==> config.mk <==
export PLATFORM = sky130hd
export DESIGN_NAME = fetch_ctrl
export DESIGN_NICKNAME = d
export VERILOG_FILES = /design/src/rtl/fetch_ctrl_pkg.sv /design/src/rtl/fetch_queue.sv /design/src/rtl/fetch_ctrl.sv
export SDC_FILE = /design/constraint.sdc
export NUM_CORES = 1
export LEC_CHECK = 0
export ABC_AREA = 1
export CORE_ASPECT_RATIO = 0.9
export CORE_MARGIN = 4
export CORE_UTILIZATION = 40
export DETAILED_ROUTE_END_ITERATION = 8
export PLACE_DENSITY = 0.64
export SYNTH_ARGS = -nofsm -noshare
export SYNTH_HDL_FRONTEND = slang
export SYNTH_SLANG_ARGS = --single-unit
==> constraint.sdc <==
create_clock -name clk -period 2 [get_ports clk]
set_input_delay 0.3 -clock clk [delete_from_list [all_inputs] [get_ports clk]]
set_output_delay 0.3 -clock clk [all_outputs]
set_load 0.05 [all_outputs]
==> src/rtl/fetch_ctrl_pkg.sv <==
// Shared types for the instruction-fetch front end: FSM states, queue entry layout,
// and the instruction size used to step the PC.
package fetch_ctrl_pkg;

  typedef enum logic {
    FETCH = 1'b0,
    HALT  = 1'b1
  } fetch_state_t;

  typedef struct packed {
    logic [31:0] inst;
    logic [31:0] pc;
  } fetch_entry_t;

  localparam int unsigned INST_BYTES = 4;

endpackage

==> src/rtl/fetch_queue.sv <==
// Small circular fetch queue; head entry is visible combinationally, no output register.
// Push and pop may both happen in one cycle, including when full; flush wins over both.
module fetch_queue
  import fetch_ctrl_pkg::*;
#(
  parameter int DEPTH = 2,
  localparam int CW = $clog2(DEPTH + 1),
  localparam int PW = $clog2(DEPTH)
) (
  input  logic         clk,
  input  logic         rst_n,
  input  logic         flush,
  input  logic         push,
  input  fetch_entry_t push_entry,
  input  logic         pop,
  output fetch_entry_t head_entry,
  output logic [CW-1:0] count
);

  fetch_entry_t    store [DEPTH];
  logic [PW-1:0]   head;
  logic [PW-1:0]   tail;

  assign head_entry = store[head];

  // DEPTH is a power of two, so pointer wrap is plain overflow.
  always_ff @(posedge clk or negedge rst_n) begin
    if (!rst_n) begin
      head  <= '0;
      tail  <= '0;
      count <= '0;
      for (int i = 0; i < DEPTH; i++) begin
        store[i] <= '0;
      end
    end else if (flush) begin
      head  <= '0;
      tail  <= '0;
      count <= '0;
    end else begin
      if (push) begin
        store[tail] <= push_entry;
        tail        <= tail + PW'(1);
      end
      if (pop) begin
        head <= head + PW'(1);
      end
      if (push && !pop) begin
        count <= count + CW'(1);
      end else if (pop && !push) begin
        count <= count - CW'(1);
      end
    end
  end

endmodule

==> src/rtl/fetch_ctrl.sv <==
// Instruction fetch controller: PC, FETCH/HALT FSM and redirect handling feeding a fetch queue.
// An instruction fetched at edge N appears on out_* in cycle N+1; one per cycle when out_ready stays high.
module fetch_ctrl
  import fetch_ctrl_pkg::*;
#(
  parameter logic [31:0] RESET_PC   = 32'h0000_0000,
  parameter int          FQ_DEPTH   = 2,
  parameter int          IMEM_WORDS = 1024
) (
  input  logic        clk,
  input  logic        rst_n,
  output logic [31:0] imem_addr,
  input  logic [31:0] imem_inst,
  input  logic        redirect_valid,
  input  logic [31:0] redirect_pc,
  output logic        out_valid,
  input  logic        out_ready,
  output logic [31:0] out_inst,
  output logic [31:0] out_pc,
  output logic        halted
);

  localparam int CW = $clog2(FQ_DEPTH + 1);

  fetch_state_t  state;
  logic [31:0]   pc;
  logic [CW-1:0] count;
  fetch_entry_t  head_entry;
  fetch_entry_t  new_entry;
  logic          in_range;
  logic          room;
  logic          enq;
  logic          deq;

  assign imem_addr = {2'b00, pc[31:2]};
  assign in_range  = imem_addr < 32'(IMEM_WORDS);
  assign out_valid = (count != '0);
  assign out_inst  = head_entry.inst;
  assign out_pc    = head_entry.pc;
  assign halted    = (state == HALT);

  // A full queue can still accept when the head leaves in the same cycle.
  assign room = (count < CW'(FQ_DEPTH)) || (out_valid && out_ready);
  assign enq  = (state == FETCH) && !redirect_valid && in_range && room;
  assign deq  = out_valid && out_ready && !redirect_valid;

  assign new_entry.inst = imem_inst;
  assign new_entry.pc   = pc;

  always_ff @(posedge clk or negedge rst_n) begin
    if (!rst_n) begin
      state <= FETCH;
      pc    <= RESET_PC & ~32'd3;
    end else if (redirect_valid) begin
      state <= FETCH;
      pc    <= redirect_pc & ~32'd3;
    end else if (state == FETCH && !in_range) begin
      state <= HALT;
    end else if (enq) begin
      pc <= pc + 32'(INST_BYTES);
    end
  end

  fetch_queue #(
    .DEPTH(FQ_DEPTH)
  ) u_queue (
    .clk       (clk),
    .rst_n     (rst_n),
    .flush     (redirect_valid),
    .push      (enq),
    .push_entry(new_entry),
    .pop       (deq),
    .head_entry(head_entry),
    .count     (count)
  );

endmodule

# Word-level counts from Yosys, hierarchy flattened
# Index checks and enable logic that the tools add are counted.
[totals]
ff_bits = 165
out_inout_bits = 98
word_cells = 63
[classes]
add_sub_neg = 5
order_cmp = 5
n_eq_ne = 1
mux = 18
bitwise_logic = 4
n_reduce_logical = 21
[op_table]
columns = ["operator", "n"]
rows = [
  ["64-bit two-way mux", 4],
  ["128-bit bitwise mux", 1],
  ["32-bit two-way mux", 3],
  ["64-bit demux with 1-bit select", 1],
  ["32-bit by 3-bit adder with 32-bit output, second input constant", 1],
  ["30-bit by 11-bit less-than comparator with 1-bit output, second input constant", 1],
  ["1-bit logical AND", 9],
  ["2-bit nonzero test", 4],
  ["1-bit two-way mux", 6],
  ["2-bit two-way mux", 3],
  ["2-bit >= comparator, second input constant", 2],
  ["1-bit logical NOT", 4],
  ["1-bit inverter with 2-bit output", 2],
  ["2-bit AND reduction", 2],
  ["3-bit nonzero test", 1],
  ["1-bit adder, second input constant", 2],
  ["2-bit by 1-bit adder with 2-bit output, second input constant", 1],
  ["2-bit by 1-bit less-than comparator with 1-bit output, second input constant", 1],
  ["2-bit less-than comparator, second input constant", 1],
  ["2-bit != test, second input constant", 1],
  ["1-bit inverter", 2],
  ["2-bit by 1-bit subtractor with 2-bit output, second input constant", 1],
  ["1-bit logical OR", 1],
]

# Longest topological paths before layout
[depth]
depth_word = 9
ltp_mapped = 10
mapped_depth_nobuf = 9

# Cells and area by module
# From an unflattened synthesis, not the netlist that was laid out.
[unflattened]
hier_cells = 830
area_unflattened_um2 = 7563.5
[by_module_without_submodules]
columns = ["module", "n_inst", "cells_per_inst", "area_per_inst_um2"]
rows = [
  ["fetch_queue", 1, 580, 5796.8],
  ["fetch_ctrl", 1, 250, 1766.7],
]

# Worst setup path after synthesis
# OpenSTA, ideal clock, no wires.
[synth_path]
path_type = "register -> output"
start = "reg u_queue.head"
end = "out out_inst[20]"
t_arrival_ps = 1781
path_slack_ps = -81
stages_incl_launch_ff = 4
path_buffers = 2
cell_sequence = "dfrtp_1 clkbuf_1 clkbuf_1 o21ai_0"
[synth_between]
elab_chain_len = 4
[synth_lines]
columns = ["element", "line", "source"]
rows = [
  ["start, declared", "fetch_queue.sv:21", "logic [PW-1:0] head;"],
  ["start signal, assigned", "fetch_queue.sv:45", "head <= head + PW'(1);"],
  ["1-bit inverter with 2-bit output (implied by the code)", "fetch_queue.sv:24", "assign head_entry = store[head];"],
  ["64-bit two-way mux (implied by the code) (3 in a row)", "fetch_queue.sv:24", ""],
  ["end, declared", "fetch_ctrl.sv:18", "output logic [31:0] out_inst,"],
]
# Every way passes these cells. The select of a mux whose other input is x is not followed.

# Worst setup path in the final report
[layout_path]
start = "reg pc[3]"
end = "out imem_addr[1]"
[layout_rtl]
columns = ["element", "line", "source"]
rows = [
  ["start, declared", "fetch_ctrl.sv:26", "logic [31:0] pc;"],
  ["start signal, assigned", "fetch_ctrl.sv:53", "pc <= RESET_PC & ~32'd3;"],
  ["start signal, assigned", "fetch_ctrl.sv:56", "pc <= redirect_pc & ~32'd3;"],
  ["start signal, assigned", "fetch_ctrl.sv:60", "pc <= pc + 32'(INST_BYTES);"],
  ["end, declared", "fetch_ctrl.sv:12", "output logic [31:0] imem_addr,"],
]
# No word-level cell between the ends.

==> results.md <==
- Root Driver: clkbuf_16
- Register area share after synthesis: 57.2%
- Setup repair after global routing missed its margin: false
- Nets: 1093
- Clock Tree Buf Depth: 2
- Area Growth Syn to Fin: 45.6%
- Area of the multi-input gates: 2370 µm²
- Final Cell Area: 10100 µm²
- Router iterations before antenna repair: 5
- Crit-path max FO: 4
- Ports: 166
- Total of max-cap violations: 0
- Rows: 45
- Post-Synthesis Cell Area: 6950 µm²
- Synth Register Bits: 159
- PwrDens: 861 nW/µm²
- Critical Path Start Type: flop
- Cts bufs inserted: 17
- CTS tree: done
- Fill cell count: 1512
- Fin. Hold Viols: 0
- Crit path DAT: 1.64 ns
- Status: finished, final reports clean
- Setup violators final: 0
- Synth top cells by count: nand2_1 (318), dfrtp_1 (159), inv_1 (99)
- Largest cells by area after synthesis: dfrtp_1 (57%), nand2_1 (17%), inv_1 (5.3%), o21ai_0 (4.4%), o21ai_1 (4.3%)
- Crit-path slowest cell: clkdlybuf4s50_1
- Die ar.: 19600 µm²
- Yosys warning count: 0
- Hold_ws: 0.430 ns
- Clk_skew: 0.00650 ns
- Grt total ovfl: 0
- CP Data Required Time: 1.70 ns
- Max Slew Vio Count: 0
- DRT iter0 DRCs: 281
- Hold Crit Class: primary input to async pin
- Period utilisation layout: 97.0%
- Total Power: 8.72 mW
- Clk sinks: 159
- CP Class: flop to primary output
- Register Area: 3980 µm²
- Crit-path cells: clkdlybuf4s50_1
- Netlist cell types: 27
- Crit-path max cell delay: 0.83 ns
- Final min period: 1.94 ns
- Dpl cell area: 9490 µm²
- Post-synthesis instance total: 860
- Ys flop type: dfrtp_1
- Number of global-route vias before repair: 5630
- Routed len/inst: 12.9 µm
- Vert. Die Dim: 133 µm
- Largest net degree at the start of global routing: 81
- Crit end category: primary output
- Share of cells above drive strength 1: 13.0%
- Max Fclk: 0.515 GHz
- Initial Utilization: 41.0%
- First-pass GRT wire length: 27.8 mm
- GP Congestion: 0.853
- Port Buffers: 159
- Number of diodes: 0
- Detail Route Antenna Nets: 0
- Post-Syn Area per Cell: 8.08 µm²
- Post-Route WL: 16.5 mm
- Die width: 147 µm
- Headroom to the max-slew limit: 60.4%
- Peak VDD IR: 584 µV
- Core Region: 16900 µm²
- Vias after detailed routing: 5771
- Clock-pin transition on the worst setup and hold timing paths: 0.07 ns
- Leakage: 5.07 nW
- Synth async-reset ratio: 100%
- Initial antenna violation count: 0
- EDFF count, synth: 0
- CP top delay family: buffers and inverters
- Buf+Inv Stages, Crit Path: 1
- Slew @ Worst Pin: 0.594 ns
- DRC viols: 0
- Gr usage total: 17.2%
- Worst skew pair latency: 0.42 ns
- Via density: 4.54
- H-tree depth: 4
- Leading area contributor after synthesis: dfrtp_1
- Top-count cell post-synth: nand2_1
- Post-synth top area share: 57.2%
- DP Wirelength: 11.2 mm
[layout make-up]
class | instances | area share [%]
clock inverter | 13 | 1.03
tap | 235 | 2.90
timing repair buffer | 188 | 25.2
inverter | 99 | 3.67
multi-input combinational | 559 | 23.4
sequential | 159 | 39.3
clock buffer | 19 | 4.47
[cell usage in the layout, fill, tap and decap left out, types with 2 or more instances in the layout]
cell,n
clkdlybuf4s50_1,85
dfrtp_1,158
o21ai_1,82
nand3_1,13
dlygate4sd2_1,4
nor2_2,2
nor2_1,78
nand4_1,3
o211ai_1,3
clkbuf_16,18
nand2_2,2
o21ai_0,39
buf_12,70
nand2_1,318
clkinv_4,2
mux2i_1,2
clkinvlp_4,5
conb_1,4
buf_4,21
inv_6,5
nor2_4,2
nor3_1,3
dlymetal6s2s_1,4
clkbuf_8,2
xor2_1,3
inv_1,98
[path summary, 6_finish.rpt]
kind / start / cells after the start / to / slack [ns]
max in group asynchronous: rst_n / 3 / pc[5] / 0.93
setup reg to reg: pc[27] / 10 / u_queue.store[58] / 0.22
min in group clk: redirect_pc[27] / 3 / pc[27] / 0.43
hold reg to reg: u_queue.store[58] / 2 / u_queue.store[58] / 0.48
hold / removal: rst_n / 2 / u_queue.store[106] / 0.43
setup / recovery: pc[3] / 1 / imem_addr[1] / 0.06
[stage by stage]
| stage | std cells | utilization (%) | setup slack, ns | TNS [ns] |
|---|---|---|---|---|
| 2_1_floorplan | 863 | - | -0.0811 | -1.74 |
| 3_3_place_gp | 1234 | 56.0 | 0.144 | 0 |
| 3_5_place_dp | 1234 | 56.0 | 0.127 | 0 |
| 4_1_cts | 1271 | 59.5 | 0.00705 | 0 |
| 5_1_grt | 1272 | 59.7 | 0.000308 | 0 |
| 6_report | 1272 | 59.7 | 0.0599 | 0 |
[flip-flops by register name, indices dropped and copies added, names as in the netlist]
name           count
halted             1
pc                30
u_queue.count      2
u_queue.head       1
u_queue.store    124
u_queue.tail       1
[cells by family (layout without fill, tap and decap cells)]
family / count (synthesis) / count (layout) / share of synthesized area (%)
AO/OA/AOI/OAI: 126 / 126 / 9.20
buffers and inverters: 145 / 319 / 8.89
flip-flops: 159 / 159 / 57.2
AND/OR/NAND/NOR: 422 / 422 / 23.7
XOR/XNOR: 4 / 4 / 0.504
adder cells (fa/ha/maj): 1 / 1 / 0.180
multiplexers: 2 / 2 / 0.288
other: 1 / 4 / 0.0539
[routing by layer]
layer,part of all wire [%],vias up,track usage [%]
met1,46,2667,23.6
met5,0,-,0
met3,5.2,14,4.32
met4,1.5,0,5.18
met2,47,130,27.2
li1,-,2960,-
[power breakdown]
part / switching (mW) / internal [mW] / leakage, nW / total (mW)
combinational: 1.39 / 0.918 / 2.88 / 2.31
clock: 1.33 / 1.67 / 0.259 / 3.01
sequential: 0.103 / 3.30 / 1.93 / 3.40
[what timing repair did]
action	in CTS	in global routing
buffers inserted	4	0
pin swaps	0	0
resized for setup	9	22
hold buffers	1	0
endpoints found under the hold margin	55	0
endpoints found under the setup margin	51	44
cloned	0	1
Note: power is estimated with default switching activity, not from simulation.
